File: config.mk
export PLATFORM = sky130hd
export DESIGN_NAME = ysyx_25040129_axi_arbiter
export DESIGN_NICKNAME = d
export VERILOG_FILES = /design/src/rtl/ysyx_25040129_axi_arbiter_pkg.sv /design/src/rtl/ysyx_25040129_axi_arbiter_pick.sv /design/src/rtl/ysyx_25040129_axi_arbiter.sv
export SDC_FILE = /design/constraint.sdc
export NUM_CORES = 1
export LEC_CHECK = 0
export ABC_CLOCK_PERIOD_IN_PS = 2500
export CELL_PAD_IN_SITES_DETAIL_PLACEMENT = 0
export CELL_PAD_IN_SITES_GLOBAL_PLACEMENT = 1
export CORE_AREA = 2 2 222 224
export DETAILED_ROUTE_END_ITERATION = 10
export DIE_AREA = 0 0 224 226
export HOLD_SLACK_MARGIN = 0.02
export PLACE_DENSITY = 0.53
export SYNTH_ARGS = -nofsm -noshare
export SYNTH_HDL_FRONTEND = slang
export SYNTH_HIERARCHICAL = 1
export SYNTH_SLANG_ARGS = --single-unit
File: constraint.sdc
create_clock -name clk -period 2.5 [get_ports clk]
set_input_delay 0.75 -clock clk [delete_from_list [all_inputs] [get_ports clk]]
set_output_delay 0.75 -clock clk [all_outputs]
set_load 0.005 [all_outputs]
File: src/rtl/ysyx_25040129_axi_arbiter_pkg.sv
// ----------------------------------------------------------------------------
// ysyx_25040129_axi_arbiter_pkg
// Shared definitions for the two-master AXI4 arbiter:
//   - arb_state_e : arbiter state encoding (IDLE / IFU_R / LSU_R / LSU_W)
//   - AXI_RESP_*  : AXI response codes
//   - AXI_BURST_* : AXI burst type codes
//   - GRANT_*     : encoding of the round-robin last-grant bit
// ----------------------------------------------------------------------------
package ysyx_25040129_axi_arbiter_pkg;

    typedef enum logic [1:0] {
        ST_IDLE  = 2'b00,
        ST_IFU_R = 2'b01,
        ST_LSU_R = 2'b10,
        ST_LSU_W = 2'b11
    } arb_state_e;

    localparam logic [1:0] AXI_RESP_OKAY   = 2'b00;
    localparam logic [1:0] AXI_RESP_EXOKAY = 2'b01;
    localparam logic [1:0] AXI_RESP_SLVERR = 2'b10;
    localparam logic [1:0] AXI_RESP_DECERR = 2'b11;

    localparam logic [1:0] AXI_BURST_FIXED = 2'b00;
    localparam logic [1:0] AXI_BURST_INCR  = 2'b01;
    localparam logic [1:0] AXI_BURST_WRAP  = 2'b10;

    // Meaning of the last_grant bit when round-robin is enabled.
    localparam logic GRANT_IFU = 1'b0;
    localparam logic GRANT_LSU = 1'b1;

endpackage

File: src/rtl/ysyx_25040129_axi_arbiter_pick.sv
// ----------------------------------------------------------------------------
// ysyx_25040129_arb_pick
// Combinational picker: chooses which state the arbiter enters from IDLE.
// Configuration macro: YSYX_25040129_ARB_RR_EN
//   defined   -> round-robin between IFU and LSU using last_grant
//   undefined -> fixed priority LSU write > LSU read > IFU read
// Within the LSU a write always beats a read.
// Ports:
//   ifu_req     in  IFU read address valid
//   lsu_ar_req  in  LSU read address valid
//   lsu_aw_req  in  LSU write address valid
//   last_grant  in  master granted most recently (GRANT_IFU / GRANT_LSU)
//   next_state  out state to enter (ST_IDLE when nobody requests)
// ----------------------------------------------------------------------------
module ysyx_25040129_arb_pick
    import ysyx_25040129_axi_arbiter_pkg::*;
(
    input  logic       ifu_req,
    input  logic       lsu_ar_req,
    input  logic       lsu_aw_req,
    input  logic       last_grant,
    output arb_state_e next_state
);

    arb_state_e lsu_pick;

    // The LSU's own choice, write first.
    always_comb begin
        lsu_pick = ST_IDLE;
        if (lsu_aw_req) begin
            lsu_pick = ST_LSU_W;
        end else if (lsu_ar_req) begin
            lsu_pick = ST_LSU_R;
        end
    end

`ifdef YSYX_25040129_ARB_RR_EN
    always_comb begin
        next_state = ST_IDLE;
        if (ifu_req && (lsu_pick != ST_IDLE)) begin
            // Conflict: the master that was not granted last time wins.
            next_state = (last_grant == GRANT_LSU) ? ST_IFU_R : lsu_pick;
        end else if (lsu_pick != ST_IDLE) begin
            next_state = lsu_pick;
        end else if (ifu_req) begin
            next_state = ST_IFU_R;
        end
    end
`else
    logic unused_last_grant;
    assign unused_last_grant = last_grant;

    always_comb begin
        next_state = ST_IDLE;
        if (lsu_pick != ST_IDLE) begin
            next_state = lsu_pick;
        end else if (ifu_req) begin
            next_state = ST_IFU_R;
        end
    end
`endif

endmodule

File: src/rtl/ysyx_25040129_axi_arbiter.sv
// ----------------------------------------------------------------------------
// ysyx_25040129_axi_arbiter
// Two-master (IFU read-only, LSU read/write) to one-slave AXI4 arbiter.
// Exactly one transaction is in flight; the grant is held until the final
// response handshake (R with rlast, or B). Granted channels are wired through
// combinationally; every other output is 0. Arbitration costs one cycle.
// Configuration macro: YSYX_25040129_ARB_RR_EN (round-robin IFU/LSU).
// Ports:
//   clk, rst_n                         clock, async active-low reset
//   ifu_ar*, ifu_r*                    IFU read address / read data
//   lsu_ar*, lsu_r*                    LSU read address / read data
//   lsu_aw*, lsu_w*, lsu_b*            LSU write address / data / response
//   ar*, r*, aw*, w*, b* (no prefix)   downstream master port to the crossbar
// ----------------------------------------------------------------------------
module ysyx_25040129_axi_arbiter
    import ysyx_25040129_axi_arbiter_pkg::*;
#(
    parameter int ADDR_W = 32,
    parameter int DATA_W = 32
) (
    input  logic                clk,
    input  logic                rst_n,
    // IFU read
    input  logic [ADDR_W-1:0]   ifu_araddr,
    input  logic                ifu_arvalid,
    input  logic [2:0]          ifu_arsize,
    input  logic [7:0]          ifu_arlen,
    input  logic [1:0]          ifu_arburst,
    input  logic [ADDR_W-1:0]   ifu_arsatp,
    output logic                ifu_arready,
    output logic [DATA_W-1:0]   ifu_rdata,
    output logic [1:0]          ifu_rresp,
    output logic                ifu_rvalid,
    output logic                ifu_rlast,
    input  logic                ifu_rready,
    // LSU read
    input  logic [ADDR_W-1:0]   lsu_araddr,
    input  logic                lsu_arvalid,
    input  logic [2:0]          lsu_arsize,
    input  logic [7:0]          lsu_arlen,
    input  logic [1:0]          lsu_arburst,
    input  logic [ADDR_W-1:0]   lsu_arsatp,
    output logic                lsu_arready,
    output logic [DATA_W-1:0]   lsu_rdata,
    output logic [1:0]          lsu_rresp,
    output logic                lsu_rvalid,
    output logic                lsu_rlast,
    input  logic                lsu_rready,
    // LSU write
    input  logic [ADDR_W-1:0]   lsu_awaddr,
    input  logic                lsu_awvalid,
    input  logic [ADDR_W-1:0]   lsu_awsatp,
    output logic                lsu_awready,
    input  logic [DATA_W-1:0]   lsu_wdata,
    input  logic [DATA_W/8-1:0] lsu_wstrb,
    input  logic                lsu_wvalid,
    output logic                lsu_wready,
    output logic [1:0]          lsu_bresp,
    output logic                lsu_bvalid,
    input  logic                lsu_bready,
    // Downstream
    output logic [ADDR_W-1:0]   araddr,
    output logic                arvalid,
    output logic [2:0]          arsize,
    output logic [7:0]          arlen,
    output logic [1:0]          arburst,
    output logic [ADDR_W-1:0]   arsatp,
    input  logic                arready,
    input  logic [DATA_W-1:0]   rdata,
    input  logic [1:0]          rresp,
    input  logic                rvalid,
    output logic                rready,
    input  logic                rlast,
    output logic [ADDR_W-1:0]   awaddr,
    output logic                awvalid,
    input  logic                awready,
    output logic [ADDR_W-1:0]   awsatp,
    output logic [DATA_W/8-1:0] wstrb,
    output logic [DATA_W-1:0]   wdata,
    output logic                wvalid,
    input  logic                wready,
    input  logic [1:0]          bresp,
    input  logic                bvalid,
    output logic                bready
);

    arb_state_e state_q, state_d;
    arb_state_e pick_state;
    logic       last_grant;

    ysyx_25040129_arb_pick u_pick (
        .ifu_req    (ifu_arvalid),
        .lsu_ar_req (lsu_arvalid),
        .lsu_aw_req (lsu_awvalid),
        .last_grant (last_grant),
        .next_state (pick_state)
    );

`ifdef YSYX_25040129_ARB_RR_EN
    logic last_grant_q, last_grant_d;

    always_comb begin
        last_grant_d = last_grant_q;
        if ((state_q == ST_IDLE) && (pick_state != ST_IDLE)) begin
            last_grant_d = (pick_state == ST_IFU_R) ? GRANT_IFU : GRANT_LSU;
        end
    end

    always_ff @(posedge clk or negedge rst_n) begin
        if (!rst_n) begin
            last_grant_q <= GRANT_IFU;
        end else begin
            last_grant_q <= last_grant_d;
        end
    end

    assign last_grant = last_grant_q;
`else
    assign last_grant = GRANT_IFU;
`endif

    // State register. Reset is asynchronous so every output (all decoded from
    // state_q) drops to 0 the moment rst_n falls, even mid-burst.
    always_ff @(posedge clk or negedge rst_n) begin
        if (!rst_n) begin
            state_q <= ST_IDLE;
        end else begin
            state_q <= state_d;
        end
    end

    // Next state: exit only on the final response handshake of the owner;
    // valid dropping mid-transaction does not release the grant.
    always_comb begin
        state_d = state_q;
        case (state_q)
            ST_IDLE:  state_d = pick_state;
            ST_IFU_R: if (rvalid && ifu_rready && rlast) state_d = ST_IDLE;
            ST_LSU_R: if (rvalid && lsu_rready && rlast) state_d = ST_IDLE;
            ST_LSU_W: if (bvalid && lsu_bready)          state_d = ST_IDLE;
            default:  state_d = ST_IDLE;
        endcase
    end

    // Output routing: everything defaults to 0, the owner's channels are
    // passed through combinationally.
    always_comb begin
        ifu_arready = 1'b0;
        ifu_rdata   = '0;
        ifu_rresp   = '0;
        ifu_rvalid  = 1'b0;
        ifu_rlast   = 1'b0;
        lsu_arready = 1'b0;
        lsu_rdata   = '0;
        lsu_rresp   = '0;
        lsu_rvalid  = 1'b0;
        lsu_rlast   = 1'b0;
        lsu_awready = 1'b0;
        lsu_wready  = 1'b0;
        lsu_bresp   = '0;
        lsu_bvalid  = 1'b0;
        araddr      = '0;
        arvalid     = 1'b0;
        arsize      = '0;
        arlen       = '0;
        arburst     = '0;
        arsatp      = '0;
        rready      = 1'b0;
        awaddr      = '0;
        awvalid     = 1'b0;
        awsatp      = '0;
        wstrb       = '0;
        wdata       = '0;
        wvalid      = 1'b0;
        bready      = 1'b0;
        case (state_q)
            ST_IFU_R: begin
                araddr      = ifu_araddr;
                arvalid     = ifu_arvalid;
                arsize      = ifu_arsize;
                arlen       = ifu_arlen;
                arburst     = ifu_arburst;
                arsatp      = ifu_arsatp;
                ifu_arready = arready;
                ifu_rdata   = rdata;
                ifu_rresp   = rresp;
                ifu_rvalid  = rvalid;
                ifu_rlast   = rlast;
                rready      = ifu_rready;
            end
            ST_LSU_R: begin
                araddr      = lsu_araddr;
                arvalid     = lsu_arvalid;
                arsize      = lsu_arsize;
                arlen       = lsu_arlen;
                arburst     = lsu_arburst;
                arsatp      = lsu_arsatp;
                lsu_arready = arready;
                lsu_rdata   = rdata;
                lsu_rresp   = rresp;
                lsu_rvalid  = rvalid;
                lsu_rlast   = rlast;
                rready      = lsu_rready;
            end
            ST_LSU_W: begin
                awaddr      = lsu_awaddr;
                awvalid     = lsu_awvalid;
                awsatp      = lsu_awsatp;
                lsu_awready = awready;
                wdata       = lsu_wdata;
                wstrb       = lsu_wstrb;
                wvalid      = lsu_wvalid;
                lsu_wready  = wready;
                lsu_bresp   = bresp;
                lsu_bvalid  = bvalid;
                bready      = lsu_bready;
            end
            default: ;
        endcase
    end

endmodule

Yosys cells after proc, flatten, opt, wreduce, memory -nomap -nowiden
Index checks and enable logic that the tools add are counted.
Widths: inputs -> output; s select.
{"block": "totals", "regBits": 2, "inputBits": 305, "out_inout_bits": 261, "elab_cells": 51}
{"block": "classes", "eq_ne": 6, "muxes": 36, "reduce_logical": 8}
{"op": "$mux 32", "n": 5}
{"op": "$pmux 32 s2", "n": 2}
{"op": "$mux 2", "n": 9}
{"op": "$pmux 8 s2", "n": 1}
{"op": "$mux 1", "n": 13}
{"op": "$pmux 2 s4", "n": 1}
{"op": "$ne 2x2->1 const B", "n": 3}
{"op": "$pmux 3 s2", "n": 1}
{"op": "$logic_and 1x1->1", "n": 5}
{"op": "$eq 2x2->1 const B", "n": 2}
{"op": "$mux 4", "n": 1}
{"op": "$pmux 1 s2", "n": 2}
{"op": "$pmux 2 s2", "n": 1}
{"op": "$reduce_and 3->1", "n": 1}
{"op": "$eq 2x1->1 const B", "n": 1}
{"op": "$logic_not 2->1", "n": 1}
{"op": "$reduce_bool 2->1", "n": 1}

Logic depth before layout (Yosys ltp)
{"block": "depth", "word_depth": 5, "mapped_depth": 7, "mapped_depth_nobuf": 5}

Cells and area by module
Netlist, hierarchy kept.
{"mod": "ysyx_25040129_axi_arbiter", "instances": 1, "cells_per_inst": 405, "area_each_um2": 2628.8, "seq_area_each_um2": 50.0}
{"mod": "ysyx_25040129_arb_pick", "instances": 1, "cells_per_inst": 3, "area_each_um2": 17.5, "seq_area_each_um2": 0.0}

Worst setup path before layout
No wires, ideal clock.
{"block": "synth_timing", "kind": "register to output", "startpoint": "reg state_q[1]", "endpoint": "out araddr[10]", "arrival_time_ps": 1383, "required_time_ps": 1750, "slack_ps": 367, "stages_incl_launch_ff": 6, "n_path_buf": 2, "cell_sequence": "dfrtp_1 > inv_1 > ha_1 > clkbuf_1 > clkbuf_1 > nor2b_1"}
{"block": "synth_between", "elab_chain_len": 2, "elab_cells_between_ends": 3, "cone_classes": "eq/ne: 2; mux: 1"}
{"element": "start: declaration", "line_no": "ysyx_25040129_axi_arbiter.sv:87", "source": "arb_state_e state_q, state_d;"}
{"element": "start signal: assignment", "line_no": "ysyx_25040129_axi_arbiter.sv:128", "source": "state_q <= state_d;"}
{"element": "$eq 2x2->1 / $eq 2x1->1 (equally long branches)", "line_no": "ysyx_25040129_axi_arbiter.sv:176", "source": "case (state_q)"}
{"element": "$pmux 32 s2 (*)", "line_no": "ysyx_25040129_axi_arbiter.sv:176"}
{"element": "end: declaration", "line_no": "ysyx_25040129_axi_arbiter.sv:62", "source": "output logic [ADDR_W-1:0] araddr,"}
Mark *: on every way between the ends. The rest lies on a longest branch, timed or not.

Final worst setup path
{"block": "layout_timing", "startpoint": "reg state_q[0]", "endpoint": "out araddr[10]"}
The elaborated chain is that of the path after synthesis.

==> flow_metrics.tcl <==
set metrics [dict create \
    die_area_um2 50600 \
    crit_fanout 8 \
    worst_path_max_delay_cell "dfrtp_1" \
    track_usage 0.103 \
    tritoncts "built" \
    cp.arrival_ns 1.81 \
    critPathMostFrequentCell "buf_12" \
    setup_viol 28 \
    routed_wl_um 29200 \
    syn_to_final_growth_pct 293 \
    synth_area_um2 2640 \
    end_kind "output port" \
    tns_ns -0.660 \
    synth_warnings 6 \
    grt_antenna_before_repair 6 \
    port_buffers 565 \
    final_nets 1356 \
    use_met3 0.0295 \
    dp_hpwl_um 22200 \
    synth_fp_nets 717 \
    p_seq_frac 0.008 \
    cts-root-buf "clkbuf_16" \
    period_share 1.02 \
    clock_latency_ns 0.22 \
    powerDensity_nw_per_um2 791 \
    timing.final.ws_setup_ns -0.0615 \
    power_uw 8200 \
    grt_max_degree 30 \
    syn-instance-count 407 \
    slew_headroom 0.670 \
    fp.dieW_um 224 \
    p_sw_uw 3280 \
    gp_congestion 0.730 \
    drive_gt1_frac 0.319 \
    initial_core_util 0.0547 \
    core_um2 48300 \
    grt_pass1_wl_um 38300 \
    stdcell_count 1669 \
    fillers 5330 \
    violations "negative setup slack" \
    tightestPinTransition_ns 0.493 \
    fin_crit_ns 2.56 \
    io-pin-count 566 \
    num_vias 5499 \
    use_met2 0.189 \
    grt-ovfl-total 0 \
    htreeDepth 1 \
    path_cells "buf_6 > ha_4 > buf_12 > buf_12 > buf_12 > buf_6 > a22oi_2 > nor2b_4 > buf_2" \
    cts.sink_count 2 \
    clk_pin_slew_worst_paths_ns 0.03 \
    dpl.cell_count 1604 \
    cp.required_ns 1.75 \
    status "finished, violations left" \
    pre_cts_slack_ns -0.343 \
    cts_max_path_buffers 2 \
    p_int_uw 4930 \
    min-delay-path-class "flop to flop" \
    largest_reg_flops 2 \
    critical_path_class "flop to output port" \
    routedWlPerCell_um 17.5 \
    drv_slew 0 \
    drc 0 \
    slowest_delay_ns 0.40 \
    met1_usage 0.120 \
    die_y_um 226 \
    regMostFlops "state_q" \
    rows 81 \
    syn-mean-instance-area_um2 6.49 \
    reg_top3 "state_q (2)" \
    fmax_mhz 390 \
    cap_violations 0 \
    swShare 0.399 \
    power_frac_clock 0.029 \
    cts-buffers-inserted 3 \
    crit_path_start_kind "flop" \
    via_per_inst 3.29 \
    vdd_drop_max_uv 413 \
    top_usage_layer "met2" \
    fin_hold_ws_ns 0.643 \
    drt_iter0_markers 102 \
    skew_ns 0.00101 \
    hold_violations 0 \
    rsz0062_at_grt "yes" \
    ant_nets 0 \
    p_leak_uw 0.00459 \
    grt_pass1_vias 5584 \
    dr.pass1.iters 4 \
    combPwrFrac 0.963 \
    cts-hold-fix-buffers 0 \
]
[layout make-up]
class	instances	area, um2	share of cell area
flip-flops and latches	2	50.0	0.00482
repair buffers	680	6540	0.630
inverters	3	11.3	0.00109
clock buffers	3	75.1	0.00723
diodes	3	7.51	0.000723
well taps	622	778	0.0750
multi-input cells	356	2920	0.281
[placed cells by master, fill, tap and decap left out, drive strengths merged]
cell type / instances
a2111oi: 1
a21o: 1
a22oi: 79
a2bb2oi: 1
and2: 182
buf: 174
clkbuf: 57
clkdlybuf4s15: 57
clkdlybuf4s50: 300
dfrtp: 2
diode: 3
dlygate4sd2: 91
dlymetal6s2s: 4
ha: 5
inv: 3
mux2i: 2
nand2: 3
nor2b: 81
or2: 1
[timing repair]
action / in CTS / in global routing
gates resized for setup: 574 / 227
setup buffers: 44 / 12
pin swaps: 17 / 42
cloned: 9 / 5
endpoints found under the setup margin: 261 / 185
hold endpoints to repair: 0 / 0
[metal layers]
| metal | routed length, um | share of wire |
|---|---|---|
| met1 | 11500 | 0.40 |
| met2 | 14800 | 0.51 |
| met3 | 2290 | 0.078 |
| met4 | 558 | 0.019 |
| met5 | 45 | 0.0015 |
[power by group through the flow]
| stage | clock network [uW] | logic [uW] | registers [uW] |
|---|---|---|---|
| 2_1_floorplan | 0 | 2210 | 59.8 |
| 3_3_place_gp | 0 | 6330 | 58.2 |
| 3_5_place_dp | 0 | 6280 | 56.5 |
| 4_1_cts | 244 | 7800 | 63.2 |
| 5_1_grt | 251 | 8500 | 66.5 |
| 6_report | 239 | 7900 | 64.3 |
[critical path: cells and delay by family, from the launching register on]
family	cells	cell delay [ns]
compound gates	1	0.16
flops	1	0.40
simple gates	1	0.07
fa+ha+maj	1	0.17
buf+inv	6	0.79
[final timing paths]
kind,to,slack [ns],start,cells after the start
min reg2reg,state_q[1]$_DFFE_PN0P_,0.64,state_q[1]$_DFFE_PN0P_,2
max reg2reg,state_q[0]$_DFFE_PN0P_,0.49,state_q[0]$_DFFE_PN0P_,7
max in group asynchronous,state_q[0]$_DFFE_PN0P_,1.68,rst_n,1
max,araddr[10],-0.06,state_q[0]$_DFFE_PN0P_,9
min in group asynchronous,state_q[1]$_DFFE_PN0P_,0.70,rst_n,1
min,state_q[1]$_DFFE_PN0P_,0.64,state_q[1]$_DFFE_PN0P_,2
[stage by stage]
step           area (um2)   util
6_report            10400  0.215
5_1_grt             10400  0.215
4_1_cts             10300  0.213
3_5_place_dp         9480  0.196
3_3_place_gp         9480  0.196
2_1_floorplan        2640      -
Power figures use the tool's default switching activity.
